**src/rtl/icache_tag_ctrl.sv**
```systemverilog
// Tag SRAM sequencer for one icache bank: clears the bank after reset and on flush,
// arbitrates refill writes against lookup reads, and returns hit/miss the cycle after a grant.
module icache_tag_ctrl #(
    parameter int NumWords  = 8,
    parameter int DataWidth = 9
) (
    input  logic                     clk_i,
    input  logic                     rst_i,
    input  logic                     flush_req_i,
    output logic                     flush_ack_o,
    output logic                     busy_o,
    input  logic                     lookup_req_i,
    output logic                     lookup_gnt_o,
    input  logic [$clog2(NumWords)-1:0] lookup_addr_i,
    input  logic [DataWidth-2:0]     lookup_tag_i,
    output logic                     lookup_rvalid_o,
    output logic                     lookup_hit_o,
    output logic [DataWidth-2:0]     lookup_rtag_o,
    input  logic                     refill_req_i,
    output logic                     refill_gnt_o,
    input  logic [$clog2(NumWords)-1:0] refill_addr_i,
    input  logic [DataWidth-2:0]     refill_tag_i,
    output logic                     sram_req_o,
    output logic                     sram_we_o,
    output logic [$clog2(NumWords)-1:0] sram_addr_o,
    output logic [DataWidth-1:0]     sram_wdata_o,
    output logic [(DataWidth+7)/8-1:0] sram_be_o,
    input  logic [DataWidth-1:0]     sram_rdata_i
);
    localparam int AW = $clog2(NumWords);
    localparam int BW = (DataWidth + 7) / 8;
    localparam int TW = DataWidth - 1;
    localparam logic [AW-1:0] LAST = AW'(NumWords - 1);

    typedef enum logic [1:0] {INIT, IDLE, FLUSH} state_t;

    state_t        state_q, state_d;
    logic [AW-1:0] cnt_q, cnt_d;
    logic          pend_q, pend_d;
    logic          ack_q, ack_d;
    logic          rvalid_q;
    logic [TW-1:0] tag_q;

    always_comb begin
        state_d      = state_q;
        cnt_d        = cnt_q;
        pend_d       = pend_q;
        ack_d        = 1'b0;
        busy_o       = 1'b0;
        refill_gnt_o = 1'b0;
        lookup_gnt_o = 1'b0;
        sram_req_o   = 1'b0;
        sram_we_o    = 1'b0;
        sram_addr_o  = '0;
        sram_wdata_o = '0;
        case (state_q)
            INIT, FLUSH: begin
                busy_o      = 1'b1;
                sram_req_o  = 1'b1;
                sram_we_o   = 1'b1;
                sram_addr_o = cnt_q;
                cnt_d       = cnt_q + 1'b1;
                // A flush requested during INIT is satisfied by the INIT sweep itself.
                if (state_q == INIT && flush_req_i) pend_d = 1'b1;
                if (cnt_q == LAST) begin
                    cnt_d   = '0;
                    state_d = IDLE;
                    pend_d  = 1'b0;
                    ack_d   = (state_q == FLUSH) || pend_q || flush_req_i;
                end
            end
            IDLE: begin
                if (flush_req_i && !ack_q) begin
                    state_d = FLUSH;
                end else if (refill_req_i) begin
                    refill_gnt_o = 1'b1;
                    sram_req_o   = 1'b1;
                    sram_we_o    = 1'b1;
                    sram_addr_o  = refill_addr_i;
                    sram_wdata_o = {1'b1, refill_tag_i};
                end else if (lookup_req_i) begin
                    lookup_gnt_o = 1'b1;
                    sram_req_o   = 1'b1;
                    sram_addr_o  = lookup_addr_i;
                end
            end
            default: state_d = INIT;
        endcase
    end

    always_ff @(posedge clk_i) begin
        if (rst_i) begin
            state_q  <= INIT;
            cnt_q    <= '0;
            pend_q   <= 1'b0;
            ack_q    <= 1'b0;
            rvalid_q <= 1'b0;
            tag_q    <= '0;
        end else begin
            state_q  <= state_d;
            cnt_q    <= cnt_d;
            pend_q   <= pend_d;
            ack_q    <= ack_d;
            rvalid_q <= lookup_gnt_o;
            if (lookup_gnt_o) tag_q <= lookup_tag_i;
        end
    end

    assign flush_ack_o     = ack_q;
    assign lookup_rvalid_o = rvalid_q;
    assign lookup_rtag_o   = sram_rdata_i[TW-1:0];
    assign lookup_hit_o    = rvalid_q && sram_rdata_i[TW] && (sram_rdata_i[TW-1:0] == tag_q);
    assign sram_be_o       = {BW{1'b1}};

endmodule

```
**config.mk**
```make
export PLATFORM = sky130hd
export DESIGN_NAME = icache_tag_ctrl
export DESIGN_NICKNAME = d
export VERILOG_FILES = /design/src/rtl/icache_tag_ctrl.sv
export SDC_FILE = /design/constraint.sdc
export NUM_CORES = 1
export LEC_CHECK = 0
export ABC_CLOCK_PERIOD_IN_PS = 2350
export BUFFER_PORTS_ARGS = -buffer_cell sky130_fd_sc_hd__buf_2
export CAP_MARGIN = 20
export CORE_AREA = 2 2 51 53
export DETAILED_ROUTE_END_ITERATION = 6
export DIE_AREA = 0 0 53 55
export PLACE_DENSITY_LB_ADDON = 0.12
export SYNTH_ARGS = -nofsm -noshare
export SYNTH_HDL_FRONTEND = slang
export SYNTH_SLANG_ARGS = --single-unit
```
**constraint.sdc**
```tcl
create_clock -name clk_i -period 2.35 [get_ports clk_i]
set_input_delay 0.1175 -clock clk_i [delete_from_list [all_inputs] [get_ports clk_i]]
set_output_delay 0.1175 -clock clk_i [all_outputs]
set_load 0.01 [all_outputs]
```
---- After elaboration in Yosys (flattened, before gate mapping) ----
Index checks and enable logic that the tools add are counted.
word-level totals
  flip-flop bits (word level) ............. 16
  input port bits ......................... 36
  output and inout bits ................... 30
  logic and storage cells ................. 53
cells by class
  add/subtract/negate cells ............... 1
  eq/ne operators ......................... 6
  mux-type cells .......................... 25
  bitwise logic cells ..................... 2
  reductions and logical operators ........ 13
operator list
  operator                                                                number
  9-bit two-way mux                                                       3
  1-bit two-way mux                                                       12
  3-bit two-way mux                                                       4
  8-bit equality test                                                     1
  3-bit one-hot mux with 2 select lines                                   1
  1-bit logical AND                                                       4
  2-bit two-way mux                                                       2
  2-bit != test (second input constant)                                   2
  1-bit one-hot mux with 2 select lines                                   2
  2-bit one-hot mux with 2 select lines                                   1
  2-bit AND reduction                                                     2
  3-bit by 1-bit adder with 3-bit output (second input constant)          1
  3-bit equality test (second input constant)                             1
  3-bit OR reduction                                                      1
  2-bit by 1-bit equality test with 1-bit output (second input constant)  1
  2-bit equality test (second input constant)                             1
  2-bit zero test                                                         1
  1-bit logical OR                                                        2
  1-bit inverter                                                          2
  2-bit nonzero test                                                      1
  2-bit OR reduction                                                      1
  1-bit zero test                                                         1

---- Longest topological paths before layout ----
Gate-level depths: netlist of the first run.
  depth after elaboration ................. 4
  gate-level depth with buffers ........... 5
  mapped depth without buffers ............ 5

---- Worst setup path after synthesis of the first run ----
Ideal clock, no wire load.
  path type ............................... reg2out
  from .................................... register ack_q, in the netlist flush_ack_o
  to ...................................... output sram_addr_o[0]
  arrival ................................. 1.200 ns
  required time ........................... 2.233 ns
  path slack .............................. 1.033 ns
  stages on the path, launching flop included .. 5
  path buffers ............................ 1
  cells stage by stage .................... dfxtp_1 and2b_4 nor4_4 buf_6 a221o_1
between the ends
  cells in the longest elaborated chain, start to end .. 4
ends and longest elaborated chain
  what                                   RTL line  text
  from (decl)                            40        logic ack_q, ack_d;
  from (signal assigned)                 103       ack_q <= ack_d;
  1-bit zero test                        73        if (flush_req_i && !ack_q) begin
  1-bit logical AND                      73
  3-bit two-way mux                      73
  3-bit one-hot mux with 2 select lines  56        case (state_q)
  to (decl)                              25        output logic [$clog2(NumWords)-1:0] sram_addr_o,
Every way passes these cells.

---- Final worst setup path of the first run ----
  from .................................... register state_q[0]
  to ...................................... output sram_addr_o[0]
between the ends
  cells in the longest elaborated chain, start to end .. 3
  elaborated cells between the ends (all ways) .. 5
  those cells by class .................... 2 x eq/ne; 1 x mux; 2 x reduce/logical
ends and longest elaborated chain
  what                                                           RTL line  text
  from (decl)                                                    37        state_t state_q, state_d;
  from (signal assigned)                                         100       state_q <= state_d;
  2-bit equality test / 2-bit zero test (equally long branches)  56
  2-bit OR reduction                                             56
  3-bit one-hot mux with 2 select lines (*)                      56
Every way passes the cells marked *; elsewhere a longest branch is shown, timed or not.

==> results of run 1 <==
==> flip-flops by register name, summed over array words and instances, names as in the netlist <==
signal / flops
cnt_q: 3
flush_ack_o: 1
state_q: 2
tag_q: 8
pend_q: 1
lookup_rvalid_o: 1
==> stage by stage <==
step	hold WS [ps]	cell area (sq um)	utilization	std cells
after detailed placement	392	1270	0.538	196
after global routing	71.7	1290	0.548	199
after CTS	86.9	1290	0.548	199
after floorplan	272	1020	-	118
final	92.9	1290	0.548	199
after global placement	381	1270	0.538	196
==> worst max-delay path by stage <==
stage	startpoint	end	slack, ps	cells past startpoint
4_1_cts	state_q[0]	sram_addr_o[0]	390	4
3_3_place_gp	state_q[0]	sram_addr_o[1]	770	4
3_5_place_dp	state_q[0]	sram_addr_o[0]	700	4
5_1_grt	state_q[0]	sram_addr_o[0]	250	4
2_1_floorplan	flush_ack_o	sram_addr_o[0]	1030	4
6_report	state_q[0]	sram_addr_o[0]	400	4
==> power breakdown <==
part	total, W	internal, W	switching [W]
Sequential	0.000283	0.000278	0.00000516
Clock	0.000139	0.0000593	0.0000796
Combinational	0.0000992	0.0000541	0.0000450
==> worst max-delay path: cells and delay by family (launching register included) <==
kind	cells	cell delay, ps
simple gates	2	640
compound gates	1	190
flops	1	590
buf+inv	1	120
==> cell type report <==
| cell class | count | share of cell area |
|---|---|---|
| flip-flops and latches | 16 | 0.247 |
| well taps | 30 | 0.0290 |
| repair buffers | 64 | 0.249 |
| multi-input cells | 85 | 0.454 |
| clock buffers | 3 | 0.0174 |
| inverters | 1 | 0.00290 |
==> metal layers <==
layer | track usage | wire length [um]
met2 | 0.294 | 1170
met1 | 0.183 | 887
met4 | 0.0769 | 14
met3 | 0.0269 | 128
met5 | 0 | 0
==> logic make-up after synthesis <==
logic type / after synthesis / synth area share
buf+inv: 17 / 0.113
compound gates: 10 / 0.0687
xor+xnor: 8 / 0.0687
mux: 9 / 0.0883
simple gates: 54 / 0.319
flops: 16 / 0.314
other cells: 1 / 0.00368
fa+ha+maj: 2 / 0.0245
==> synthesized netlist by cell type (all sizes together), types with 3 or more instances <==
cell type  number
nor3            5
xnor2           8
nor2b           3
mux2i           9
nand2b         19
nand2           4
nor2            7
and2            8
a21oi           4
dfxtp          16
buf            14
==> results.cfg, run 1 <==
[critical_path]
required_ps = 2230
r2r-start = state_q[0]
rr_worst_depth = 4
endpoint_kind = output port
max_stage_delay_ps = 590
r2r_end = tag_q[5]
crit_path_start_kind = register
arrival_ps = 1830
crit_type = register to output port
slowest_stage = dfxtp_1
ff2ff_setup_slack_ps = 730
path_cells = nor2b_2, and3_1, a221o_1, buf_2
crit_path_max_fanout = 13

[route]
drt_iter0_drc = 15
drc = 0
drtPass1Iterations = 5
via_per_inst = 4.64
wl_per_cell_um = 11.0
wl_mm = 2.20
dr_total_vias = 923
drtAntennaViolNets = 0

[cells_and_area]
mostFrequentLayoutCells = buf_2, nand2b_1, dfxtp_1
antenna_cells = 0
syn_to_final_growth_pct = 27.0
multi_input_area_sq_um = 588
fillers = 239
seq_area_sq_um = 320
layout-drive-gt1-share = 0.420
final_nets = 209
final_common_cell = buf_2

[timing]
setup_tns_ps = 0
period_minus_slack_ps = 1950
fin_skew_ps = 0.946
finalMaxSlewViolations = 0
rsz0062_at_grt = false
fmax_mhz = 513
final-hold-violation-count = 0
min_period_over_period = 0.829
finalSetupViolations = 0
setup_ws_ps = 402

[place]
pre_cts_slack_ps = 701
port_buffers = 63
place.gp.congestion = 0.793
hpwl_mm = 1.81

[synthesis]
yosys_warnings = 0
synth_cells = 117
async_flop_share = 0
synthTopCellsByArea = dfxtp_1, nand2b_1, mux2i_1, buf_4, xnor2_1
synth-edff-count = 0
synth_area_sq_um = 1020
yosys.cell_types.count = 29
synthFlopType = dfxtp_1
synth-seq-cells = 16
synth_area_per_cell_sq_um = 8.72
ys_seq_area_frac = 0.314
yosys.area.top_type = dfxtp_1
yosysTopAreaCellShare = 0.314

[pwr]
vdd.ir_drop.worst_uv = 249
total_power_w = 0.000521
powerDensity_nw_per_um2 = 402
p_leak_nw = 0.603

[clocking]
clk_latency_ps = 270
cts_buffers = 3
ctsHtreeMaxLevel = 1
cts_root_buf = clkbuf_4
cts_tree = done
cts_hold_buffers = 0
cts_max_path_buffers = 2
clkSinkCount = 16
cts_setup_buffers = 0
postCtsResizedCells = 0
clk_pin_slew_ps = 90

[floorplanning]
coreArea_sq_um = 2360
dieArea_sq_um = 2920
rows = 18
start_util = 0.431
ios = 66
die_h_um = 55
die_w_um = 53

[worst_hold_path]
holdPathEnd = tag_q[2]
hold_start = lookup_tag_i[2]
whs_path_depth = 3
hold_path_class = input port to register

[global_route]
grt_max_degree = 25
track_usage = 0.161
grt_pass1_vias = 844
antenna_found_initial = 0
grt_overflow = 0
grt_pass1_wl_mm = 3.42

[job]
cap_violations = 0

[status]
status = finished, final reports clean
No activity file was read; power rests on OpenSTA's default activity.
==> inputs of run 2 (changes only) <==
--- a/config.mk
+++ b/config.mk
@@ -5,12 +5,12 @@
 export SDC_FILE = /design/constraint.sdc
 export NUM_CORES = 1
 export LEC_CHECK = 0
-export ABC_CLOCK_PERIOD_IN_PS = 2350
+export ABC_CLOCK_PERIOD_IN_PS = 1600
 export BUFFER_PORTS_ARGS = -buffer_cell sky130_fd_sc_hd__buf_2
 export CAP_MARGIN = 20
-export CORE_AREA = 2 2 51 53
+export CORE_AREA = 2 2 56 58
 export DETAILED_ROUTE_END_ITERATION = 6
-export DIE_AREA = 0 0 53 55
+export DIE_AREA = 0 0 58 60
 export PLACE_DENSITY_LB_ADDON = 0.12
 export SYNTH_ARGS = -nofsm -noshare
 export SYNTH_HDL_FRONTEND = slang
==> constraint.sdc (replaced) <==
create_clock -name clk_i -period 1.6 [get_ports clk_i]
set_input_delay 0.08 -clock clk_i [delete_from_list [all_inputs] [get_ports clk_i]]
set_output_delay 0.08 -clock clk_i [all_outputs]
set_load 0.01 [all_outputs]
==> run 2 against run 1 <==
Design area is 5.0% higher. First-iteration DRC count grew 33%. Sequential share of layout area decreased by 0.91 points. Clock skew grew 1.6 ps.
==> results.cfg, run 2 (synthesized netlist as in run 1, its figures left out) <==
[pwr]
switching_power_w = 0.000206
switching_share = 0.247
combPwrFrac = 0.178
powerDensity_nw_per_um2 = 612
p_int_w = 0.000627
p_seq_frac = 0.498
p_leak_nw = 0.628
vdd.ir_drop.worst_uv = 515
clkPwrFrac = 0.324

[critical_path]
crit_family = simple AND/OR/NAND/NOR gates
crit_type = register to output port
required_ps = 1520
rr_worst_depth = 5
max_stage_delay_ps = 350
crit_path_max_fanout = 3
endpoint_kind = output port
arrival_ps = 1440
worst-path-stages = 4
worstPathBufferInverterCount = 1
path_cells = and2b_4, nor4_4, a221o_1, buf_2
crit_path_start_kind = register
slowest_stage = dfxtp_2

[timing]
final-hold-violation-count = 0
fmax_mhz = 658
setup_tns_ps = 0
period_minus_slack_ps = 1520
rsz0062_at_grt = true
min_period_over_period = 0.950
finalMaxSlewViolations = 0
finalSetupViolations = 0
fin_skew_ps = 2.52

[cells_and_area]
layout-drive-gt1-share = 0.462
final_nets = 212
fillers = 312
largest_reg_flops = 8
mostFrequentLayoutCells = buf_2, nand2b_1, dfxtp_1
utilization = 0.469
reg_top3 = tag_q: 8 flops, cnt_q: 3 flops, state_q: 2 flops
final_common_cell = buf_2
top_register = tag_q
antenna_cells = 0
syn_to_final_growth_pct = 33.4

[route]
wl_per_cell_um = 11.6
dr_total_vias = 949
drtAntennaViolNets = 0
drt_iter0_drc = 20
drc = 0
via_per_inst = 4.61
wl_mm = 2.39
drtPass1Iterations = 4

[global_route]
grt_max_degree = 25
use_met1 = 0.165
track_usage = 0.146
use_met2 = 0.261
antenna_found_initial = 0
use_met3 = 0.0476
grt_pass1_wl_mm = 3.88
grt_overflow = 0
grt_pass1_vias = 919
grt-busiest-layer = met2

[place]
place.gp.congestion = 0.829
port_buffers = 63
hpwl_mm = 1.85

[floorplanning]
dieArea_sq_um = 3480
rows = 20
start_util = 0.351
die_w_um = 58
ios = 66
coreArea_sq_um = 2900
die_h_um = 60

[clocking]
cts_max_path_buffers = 2
cts_buffers = 3
cts_root_buf = clkbuf_4
clk_latency_ps = 290
cts_hold_buffers = 0
clk_pin_slew_ps = 100
ctsHtreeMaxLevel = 1
cts_tree = done
clkSinkCount = 16

[status]
status = finished, final reports clean

[worst_hold_path]
whs_path_depth = 3
hold_path_class = input port to register

[job]
cap_violations = 0
[run 2: worst reg2reg max path: cells and delay by family, from the launching register on]
family | cells | cell delay [ps]
buffers and inverters | 2 | 340
DFF | 1 | 350
and+or+nand+nor | 2 | 490
muxes | 1 | 200
[run 2: power groups by stage]
| stage | Clock [W] | Combinational, W | Sequential (W) |
|---|---|---|---|
| after floorplan | 0 | 0.0000928 | 0.000422 |
| after global placement | 0 | 0.000144 | 0.000424 |
| after detailed placement | 0 | 0.000148 | 0.000424 |
| after CTS | 0.000282 | 0.000149 | 0.000415 |
| after global routing | 0.000309 | 0.000169 | 0.000416 |
| final | 0.000270 | 0.000149 | 0.000415 |
[run 2: timing repair]
action / CTS / global route
hold endpoints to repair: 0 / 0
cloned: 0 / 0
pin swaps: 0 / 1
resized for setup: 3 / 5
setup buffers: 1 / 0
endpoints found under the setup margin: 12 / 11
[run 2: final timing paths]
| path | start | end | slack (ps) |
|---|---|---|---|
| max | flush_ack_o | sram_addr_o[1] | 80 |
| min | lookup_tag_i[5] | tag_q[5] | 40 |
| max reg2reg | flush_ack_o | tag_q[6] | 160 |
| min reg2reg | tag_q[5] | tag_q[5] | 490 |
[run 2: final cells by class]
type	instances	area, sq um	area share
sequential	16	324	0.238
timing repair buffer	67	349	0.257
multi-input combinational	85	606	0.445
tap	33	41.3	0.0304
clock buffer	4	36.3	0.0267
inverter	1	3.75	0.00276
[run 2: stage by stage]
stage | hold WS, ps | worst slack [ps] | std cells | total power, W | area (sq um)
CTS | 33.0 | 53.6 | 206 | 0.000846 | 1340
detailed placement | 354 | 235 | 201 | 0.000572 | 1290
global route | 28.3 | -4.07 | 206 | 0.000894 | 1360
finish | 43.9 | 80.6 | 206 | 0.000833 | 1360
global placement | 343 | 271 | 201 | 0.000568 | 1290
floorplan | 235 | 320 | 118 | 0.000515 | 1020
[run 2: layer usage]
layer,up-vias,share of wire
li1,490,-
met1,424,0.43
met2,33,0.50
met3,2,0.069
met4,0,0.0067
met5,-,0
==> inputs of run 3 (changes only) <==
--- a/config.mk
+++ b/config.mk
@@ -8,9 +8,12 @@
 export ABC_CLOCK_PERIOD_IN_PS = 1600
 export BUFFER_PORTS_ARGS = -buffer_cell sky130_fd_sc_hd__buf_2
 export CAP_MARGIN = 20
-export CORE_AREA = 2 2 56 58
+export CELL_PAD_IN_SITES_DETAIL_PLACEMENT = 0
+export CELL_PAD_IN_SITES_GLOBAL_PLACEMENT = 1
+export CORE_AREA = 2 2 66 68
 export DETAILED_ROUTE_END_ITERATION = 6
-export DIE_AREA = 0 0 58 60
+export DIE_AREA = 0 0 68 70
+export GPL_TIMING_DRIVEN = 0
 export PLACE_DENSITY_LB_ADDON = 0.12
 export SYNTH_ARGS = -nofsm -noshare
 export SYNTH_HDL_FRONTEND = slang
==> run 3 against run 2 <==
Non-clock buffer count rose by 15. Design area increased by 11%. Highest routed layer unchanged. Clock power rose by 30%. Clock skew hardly changed. Core utilization shrank 10 points. Worst hold slack improved by 48 ps.
==> results.cfg, run 3 (synthesized netlist as in run 1, its figures left out) <==
[timing]
fmax_mhz = 660
period_minus_slack_ps = 1520
finalSetupViolations = 0
fin_skew_ps = 2.63
setup_tns_ps = 0
min_period_over_period = 0.947
final-hold-violation-count = 0
rsz0062_at_grt = false
finalMaxSlewViolations = 0

[cells_and_area]
antenna_cells = 0
final_common_cell = buf_2
layout-drive-gt1-share = 0.489
fin_cells = 240
top_register = tag_q
final_nets = 227
reg_top3 = tag_q: 8 flops, cnt_q: 3 flops, state_q: 2 flops
mostFrequentLayoutCells = buf_2, nand2b_1, buf_4
largest_reg_flops = 8
syn_to_final_growth_pct = 48.1
fillers = 444

[critical_path]
slowest_stage = dfxtp_2
endpoint_kind = output port
worstPathBufferInverterCount = 2
crit_path_start_kind = register
arrival_ps = 1440
required_ps = 1520
max_stage_delay_ps = 320
crit_family = flip-flops
crit_type = register to output port
crit_path_max_fanout = 3
path_cells = and2b_4, nor4_4, buf_6, a221o_1, buf_2

[clocking]
clkSinkCount = 16
cts_tree = done
cts_hold_buffers = 0
cts_max_path_buffers = 2
cts_root_buf = clkbuf_8
cts_buffers = 3
clk_pin_slew_ps = 60
clk_latency_ps = 240
ctsHtreeMaxLevel = 1

[place]
port_buffers = 63
hpwl_mm = 2.13
place.gp.congestion = 0.800
placed_cells = 233

[route]
dr_total_vias = 985
via_per_inst = 4.10
drtAntennaViolNets = 0
drt_iter0_drc = 26
drc = 0
wl_per_cell_um = 10.6
wl_mm = 2.55
drtPass1Iterations = 4

[worst_hold_path]
hold_path_class = input port to register

[global_route]
grt_pass1_vias = 923
grt_max_degree = 12
grt_overflow = 0
antenna_found_initial = 0
grt_pass1_wl_mm = 4.04
track_usage = 0.108

[pwr]
vdd.ir_drop.worst_uv = 418
p_leak_nw = 0.703
powerDensity_nw_per_um2 = 617

[floorplanning]
die_h_um = 70
rows = 24
start_util = 0.246
dieArea_sq_um = 4760
coreArea_sq_um = 4140
ios = 66
die_w_um = 68

[status]
status = finished, final reports clean

[job]
cap_violations = 0
run 3: cell types whose count changed in the layout (fill, tap and decap cells not counted):
cell | previous run | this run
nand2b_4 | 1 | 0
clkbuf_4 | 3 | 0
buf_12 | 0 | 1
buf_4 | 3 | 14
buf_2 | 63 | 64
clkbuf_1 | 0 | 2
clkbuf_8 | 1 | 4
nand2b_1 | 18 | 19
run 3: repair_timing:
item,CTS,global route
pin swaps,0,2
setup buffers,3,0
gates resized for setup,2,4
endpoints found under the setup margin,12,12
run 3: per-layer routing:
layer | vias up | wire (um) | global-route usage
met5 | - | 0 | 0
met4 | 0 | 11 | 0.0133
met3 | 2 | 162 | 0.0354
met2 | 27 | 1300 | 0.190
met1 | 433 | 1080 | 0.127
li1 | 523 | - | -
run 3: stage by stage:
stage / hold WS, ps / power, W / utilization / area (sq um) / worst slack, ps
6_report: 91.9 / 0.000931 / 0.364 / 1510 / 84.1
5_1_grt: 106 / 0.000981 / 0.364 / 1510 / 17.7
4_1_cts: 85.6 / 0.000954 / 0.362 / 1500 / 15.7
3_5_place_dp: 351 / 0.000593 / 0.339 / 1400 / 209
3_3_place_gp: 348 / 0.000592 / 0.339 / 1400 / 205
2_1_floorplan: 235 / 0.000515 / - / 1020 / 320
run 3: final timing paths:
path                                 startpoint             end  slack, ps  cells after the start
worst max-delay path                flush_ack_o  sram_addr_o[0]         80                      5
worst max register to register       state_q[0]        tag_q[2]        250                      6
worst min-delay path            lookup_tag_i[4]        tag_q[4]         90                      3
worst min register to register         tag_q[2]        tag_q[2]        490                      2
run 3: where the power goes:
part           switching [W]  total (W)  internal [W]
Combinational      0.0000702   0.000166     0.0000959
Sequential        0.00000731   0.000415      0.000408
Clock               0.000132   0.000350      0.000218
Total               0.000209   0.000931      0.000722
run 3: tightest hold or removal path, stage by stage:
cell      delay, ps
buf_2            90
nand2b_1         60
mux2i_1          60
run 3: area by class of cell:
type,count,area (sq um),share of cell area
clock buffers,4,55.1,0.0365
plain buffers,16,114,0.0754
inverters,1,3.75,0.00249
multi-input cells,85,598,0.396
flip-flops and latches,16,324,0.215
well taps,52,65.1,0.0431
repair buffers,66,350,0.232
